File: src/rtl/xpu_mac_pkg.sv
// Shared definitions for the xpu MAC TX-path sequencers: FSM state encoding,
// LFSR feedback polynomial and a small exponent clamp helper.
package xpu_mac_pkg;

  typedef enum logic [1:0] {
    ST_IDLE    = 2'd0,
    ST_DIFS    = 2'd1,
    ST_BACKOFF = 2'd2,
    ST_GRANT   = 2'd3
  } mac_state_e;

  // Right-shift Galois taps for x^16 + x^14 + x^13 + x^11 + 1
  localparam logic [15:0] LFSR_POLY = 16'hB400;

  function automatic logic [3:0] clamp_exp(input logic [3:0] e, input logic [3:0] lim);
    return (e > lim) ? lim : e;
  endfunction

endpackage

File: src/rtl/mac_lfsr16.sv
// Free-running 16-bit Galois LFSR; exposes only the low OUT_W bits to the user.
module mac_lfsr16
  import xpu_mac_pkg::*;
#(
  parameter logic [15:0] SEED  = 16'hACE1,
  parameter int          OUT_W = 16
) (
  input  logic             i_clk,
  input  logic             i_rst,
  input  logic             i_en,
  output logic [OUT_W-1:0] o_q
);

  logic [15:0] r_q;

  always_ff @(posedge i_clk) begin
    if (i_rst)     r_q <= SEED;
    else if (i_en) r_q <= {1'b0, r_q[15:1]} ^ (r_q[0] ? LFSR_POLY : 16'h0000);
  end

  assign o_q = r_q[OUT_W-1:0];

endmodule

File: src/rtl/csma_backoff_ctl.sv
// CSMA medium-access sequencer: DIFS wait, frozen/resumable binary-exponential
// backoff, TX grant, contention-window growth and retry-limit drop.
module csma_backoff_ctl
  import xpu_mac_pkg::*;
#(
  parameter int          SLOT_W      = 10,
  parameter int          TIMER_W     = 12,
  parameter int          RETRY_LIMIT = 7,
  parameter logic [15:0] LFSR_SEED   = 16'hACE1
) (
  input  logic               clk,
  input  logic               rst,
  input  logic               ch_idle,
  input  logic               tx_req,
  input  logic               tx_done,
  input  logic               tx_ok,
  input  logic [TIMER_W-1:0] difs_top,
  input  logic [TIMER_W-1:0] slot_top,
  input  logic [3:0]         cw_exp_min,
  input  logic [3:0]         cw_exp_max,
  output logic               tx_grant,
  output logic               tx_drop,
  output logic [3:0]         cw_exp,
  output logic [SLOT_W-1:0]  slots_left,
  output logic [2:0]         retry_cnt,
  output logic [1:0]         state
);

  mac_state_e         r_state;
  logic               r_grant, r_drop, r_bo_valid;
  logic [3:0]         r_cw_exp;
  logic [SLOT_W-1:0]  r_slots;
  logic [2:0]         r_retry;
  logic [TIMER_W-1:0] r_timer;

  logic [SLOT_W-1:0]  w_lfsr, w_mask;
  logic [TIMER_W-1:0] w_difs_last, w_slot_last;
  logic [3:0]         w_cw_min, w_cw_max, w_cw_up;
  logic [4:0]         w_cw_inc;
  logic [2:0]         w_retry_nxt;

  mac_lfsr16 #(.SEED(LFSR_SEED), .OUT_W(SLOT_W)) u_lfsr (
    .i_clk (clk),
    .i_rst (rst),
    .i_en  (1'b1),
    .o_q   (w_lfsr)
  );

  // A zero-length DIFS or slot behaves as a single cycle
  assign w_difs_last = (difs_top == '0) ? '0 : difs_top - TIMER_W'(1);
  assign w_slot_last = (slot_top == '0) ? '0 : slot_top - TIMER_W'(1);
  assign w_cw_min    = clamp_exp(cw_exp_min, 4'(SLOT_W));
  assign w_cw_max    = clamp_exp(cw_exp_max, 4'(SLOT_W));
  assign w_cw_inc    = {1'b0, r_cw_exp} + 5'd1;
  assign w_cw_up     = (w_cw_inc > {1'b0, w_cw_max}) ? w_cw_max : w_cw_inc[3:0];
  assign w_mask      = ~({SLOT_W{1'b1}} << r_cw_exp);
  assign w_retry_nxt = r_retry + 3'd1;

  always_ff @(posedge clk) begin
    if (rst) begin
      r_state    <= ST_IDLE;
      r_grant    <= 1'b0;
      r_drop     <= 1'b0;
      r_bo_valid <= 1'b0;
      r_cw_exp   <= '0;
      r_slots    <= '0;
      r_retry    <= '0;
      r_timer    <= '0;
    end else begin
      r_drop <= 1'b0;
      case (r_state)
        ST_IDLE: if (tx_req) begin
          r_state    <= ST_DIFS;
          r_cw_exp   <= w_cw_min;
          r_retry    <= '0;
          r_bo_valid <= 1'b0;
          r_timer    <= '0;
        end
        ST_DIFS: begin
          if (!tx_req)  r_state <= ST_IDLE;
          else if (!ch_idle) r_timer <= '0;
          else if (r_timer == w_difs_last) begin
            r_state <= ST_BACKOFF;
            r_timer <= '0;
            // Draw only once per attempt; a resumed backoff keeps its frozen count
            if (!r_bo_valid) begin
              r_slots    <= w_lfsr & w_mask;
              r_bo_valid <= 1'b1;
            end
          end else r_timer <= r_timer + TIMER_W'(1);
        end
        ST_BACKOFF: begin
          if (!tx_req) r_state <= ST_IDLE;
          else if (!ch_idle) begin
            r_state <= ST_DIFS;
            r_timer <= '0;
          end else if (r_slots == '0) begin
            r_state <= ST_GRANT;
            r_grant <= 1'b1;
          end else if (r_timer == w_slot_last) begin
            r_slots <= r_slots - SLOT_W'(1);
            r_timer <= '0;
          end else r_timer <= r_timer + TIMER_W'(1);
        end
        ST_GRANT: if (tx_done) begin
          r_grant    <= 1'b0;
          r_bo_valid <= 1'b0;
          if (tx_ok) begin
            r_state <= ST_IDLE;
            r_retry <= '0;
          end else begin
            r_retry  <= w_retry_nxt;
            r_cw_exp <= w_cw_up;
            r_timer  <= '0;
            if (w_retry_nxt == 3'(RETRY_LIMIT)) begin
              r_state <= ST_IDLE;
              r_drop  <= 1'b1;
            end else r_state <= ST_DIFS;
          end
        end
        default: r_state <= ST_IDLE;
      endcase
    end
  end

  assign tx_grant   = r_grant;
  assign tx_drop    = r_drop;
  assign cw_exp     = r_cw_exp;
  assign slots_left = r_slots;
  assign retry_cnt  = r_retry;
  assign state      = r_state;

endmodule
File: config.mk
export PLATFORM = sky130hd
export DESIGN_NAME = csma_backoff_ctl
export DESIGN_NICKNAME = d
export VERILOG_FILES = /design/src/rtl/xpu_mac_pkg.sv /design/src/rtl/mac_lfsr16.sv /design/src/rtl/csma_backoff_ctl.sv
export SDC_FILE = /design/constraint.sdc
export NUM_CORES = 1
export LEC_CHECK = 0
export ABC_AREA = 1
export CAP_MARGIN = 20
export CORE_UTILIZATION = 25
export CTS_CLUSTER_DIAMETER = 150
export DETAILED_ROUTE_END_ITERATION = 7
export SLEW_MARGIN = 20
export SYNTH_ARGS = -nofsm -noshare
export SYNTH_HDL_FRONTEND = slang
export SYNTH_SLANG_ARGS = --single-unit
File: constraint.sdc
create_clock -name clk -period 2.9 [get_ports clk]
set_clock_uncertainty 0.2 [all_clocks]
set_input_delay 0.435 -clock clk [delete_from_list [all_inputs] [get_ports clk]]
set_output_delay 0.435 -clock clk [all_outputs]
set_load 0.01 [all_outputs]
==> flow_metrics.env <==
export IMPL_synth_seq_area_share_pct=24.9
export IMPL_hp_start="u_lfsr.r_q[12]$_SDFF_PP0_"
export IMPL_avgSynthCellArea_sq_um=5.99
export IMPL_cts_htree_levels=2
export IMPL_finalHoldViolations=0
export IMPL_syn_to_final_growth_pct=35.9
export IMPL_yosys_warnings=0
export IMPL_grt_overflow=0
export IMPL_antenna_found_initial=0
export IMPL_drt_iter0_markers=286
export IMPL_crit_arrival_ns=2.64
export IMPL_dp_hpwl_um=8310
export IMPL_dieArea_sq_mm=0.0166
export IMPL_intPower_w=0.00200
export IMPL_drive_above_1_share_pct=11.6
export IMPL_finalSetupViolCount=0
export IMPL_synthCells=670
export IMPL_route_detailed_drc=0
export IMPL_via_per_inst=4.44
export IMPL_power_frac_seq_pct=27.2
export IMPL_final_min_clock_period_ns=2.66
export IMPL_worst_hold_path_type="reg -> reg"
export IMPL_num_antenna_cells=0
export IMPL_min_period_over_period_pct=91.7
export IMPL_layout_commonest_cell="nand2_1"
export IMPL_start_util_pct=26.0
export IMPL_grt_pass1_vias=4001
export IMPL_synth_top_family_by_area="simple AND/OR/NAND/NOR gates"
export IMPL_place_congestion=0.834
export IMPL_muxShareOfSynthArea_pct=0.249
export IMPL_grt_use_total_pct=13.5
export IMPL_clk_latency_ns=0.29
export IMPL_ir_drop_mv=0.314
export IMPL_p_leak_nw=2.62
export IMPL_routed_wl_um=10800
export IMPL_nNetsFinal=825
export IMPL_num_vias=4342
export IMPL_timing_rr_start="cw_exp[1]$_SDFFE_PP0P_"
export IMPL_required_ns=2.88
export IMPL_combPwrFrac_pct=53.0
export IMPL_power_frac_clock_pct=19.9
export IMPL_die_h_um=129
export IMPL_tns_ns=0
export IMPL_worst_pin_slew_ns=0.734
export IMPL_max_cap_violations=0
export IMPL_synth_cell_area_sq_mm=0.00402
export IMPL_layout_common_cells="nand2_1 (170), inv_1 (106), nor2_1 (69)"
export IMPL_rows=45
export IMPL_yosys_area_share_simple_pct=39.2
export IMPL_synthAdderAreaFrac_pct=5.92
export IMPL_dp_slack_ns=-0.205
export IMPL_fin_ws_ns=0.241
export IMPL_dr_pass1_iters=5
export IMPL_cts_buffers=5
export IMPL_synth_xor_area_share_pct=5.02
export IMPL_clockRootBuffer="clkbuf_16"
export IMPL_synth_compound_area_share_pct=11.7
export IMPL_power_density_mw_per_mm2=623
export IMPL_crit_start="difs_top[1]"
export IMPL_die_w_um=129
export IMPL_core_sq_mm=0.0154
export IMPL_crit_fanout=8
export IMPL_grt_max_degree=32
export IMPL_clock_sinks=50
export IMPL_clk_path_buf_depth=2
export IMPL_crit_path_start_kind="primary input"
export IMPL_cts_tree="yes"
export IMPL_yosysUniqueCellTypes=36
export IMPL_p_switching_w=0.00140
export IMPL_slew_headroom_pct=50.6
export IMPL_status="finished, final reports clean"
export IMPL_path_class="in -> reg"
export IMPL_ys_ff_latch=50
export IMPL_clk_pin_slew_worst_paths_ns=0.07
export IMPL_finalMaxSlewViolations=0
export IMPL_io_pins=59
export IMPL_synth_nets=727
export IMPL_port_buffers=58
export IMPL_rsz0062_at_grt="false"
export IMPL_switching_share_pct=41.3
export IMPL_drtAntennaViolNets=0
export IMPL_fmax_mhz=376
export IMPL_avgRoutedWirePerCell_um=11.1
export IMPL_grt_pass1_wl_um=18300
export IMPL_end_kind="flip-flop"
flip-flops by register name, summed over array words and instances, names as in the netlist:
name        cells
tx_grant        1
u_lfsr.r_q     16
retry_cnt       3
r_bo_valid      1
cw_exp          4
state           2
slots_left     10
r_timer        12
tx_drop         1
cell type report:
type,instances,area (sq um)
sequential,50,1000
timing repair buffer,104,981
clock inverter,1,30.0
tap,211,264
fill,1705,9970
multi-input combinational,492,2610
inverter,115,432
clock buffer,6,139
per-stage QoR:
stage	instance area [sq um]	utilization [%]	hold WS (ns)	cells	power [W]
floorplan	4020	-	0.188	670	0.00202
global placement	5130	33.3	0.193	966	0.00270
detailed placement	5130	33.3	0.193	966	0.00270
CTS	5300	34.4	0.203	973	0.00339
global route	5460	35.4	0.221	979	0.00372
finish	5460	35.4	0.201	979	0.00340
power by group through the flow:
| stage | Combinational [W] | Clock (W) | Sequential (W) |
|---|---|---|---|
| 4_1_cts | 0.00177 | 0.000694 | 0.000926 |
| 2_1_floorplan | 0.00108 | 0 | 0.000946 |
| 6_report | 0.00180 | 0.000676 | 0.000923 |
| 3_5_place_dp | 0.00176 | 0 | 0.000939 |
| 5_1_grt | 0.00205 | 0.000725 | 0.000943 |
| 3_3_place_gp | 0.00176 | 0 | 0.000941 |
synth_stat cells:
master | count | area share, %
a221oi_1 | 3 | 0.65
a31oi_1 | 5 | 0.78
xnor2_1 | 3 | 0.65
nor2_4 | 2 | 0.56
o31ai_1 | 3 | 0.56
buf_4 | 1 | 0.19
nand2_2 | 9 | 1.4
nor3_1 | 7 | 0.87
o22ai_1 | 1 | 0.16
nand2_4 | 2 | 0.56
nand2_1 | 171 | 16
ha_1 | 19 | 5.9
nand4_1 | 19 | 3.0
a22oi_1 | 1 | 0.19
buf_2 | 2 | 0.25
a21oi_1 | 36 | 4.5
mux2i_1 | 1 | 0.25
o21ai_1 | 1 | 0.12
dfxtp_1 | 50 | 25
nand3_4 | 1 | 0.44
inv_2 | 4 | 0.37
or2_2 | 3 | 0.47
nand3_1 | 67 | 8.3
xor2_1 | 20 | 4.4
a32oi_1 | 1 | 0.22
nor2_1 | 73 | 6.8
nor2_2 | 3 | 0.47
buf_6 | 3 | 0.84
clkbuf_1 | 9 | 0.84
buf_1 | 1 | 0.093
nand3b_1 | 1 | 0.19
a211oi_1 | 1 | 0.19
inv_1 | 108 | 10
o21ai_0 | 35 | 4.4
nor4_1 | 1 | 0.16
clkinv_1 | 3 | 0.28
kinds of logic after synthesis:
logic type,after synthesis
xor+xnor,23
fa+ha+maj,19
compound gates,87
buf+inv,131
simple gates,359
flops,50
mux,1
worst paths after layout:
path	end	slack, ns	cells past startpoint
worst max-delay path	slots_left[5]$_SDFFE_PP0P_	0.24	18
worst min-delay path	u_lfsr.r_q[11]$_SDFF_PP1_	0.20	1
worst max register to register	cw_exp[0]$_SDFFE_PP0P_	0.35	10
worst min register to register	u_lfsr.r_q[11]$_SDFF_PP1_	0.20	1
worst max-delay path, cell delays in order:
cell	delay [ns]
clkdlybuf4s50_1	0.49
inv_1	0.06
ha_1	0.20
buf_4	0.15
xor2_1	0.23
nand2_1	0.08
nand2_1	0.06
nand2_1	0.04
a21oi_1	0.12
nand2_1	0.08
nor2_2	0.11
nand2_2	0.08
nand2_4	0.07
buf_12	0.12
buf_4	0.12
nand4_1	0.08
nand2_1	0.08
nor2_1	0.05
routing by layer:
metal / global-route usage, % / routed length [um] / vias up
met5: 0 / 0 / -
met3: 1.87 / 394 / 7
met1: 18.7 / 5470 / 1926
met2: 22.2 / 4910 / 72
li1: - / - / 2337
met4: 2.91 / 78 / 0
what timing repair did:
item,in CTS,in global routing
gates resized for setup,0,21
buffers inserted,0,3
hold endpoints to repair,0,0
hold buffers,0,0
setup endpoints to repair,0,25
(Power assumes the default switching activity.)
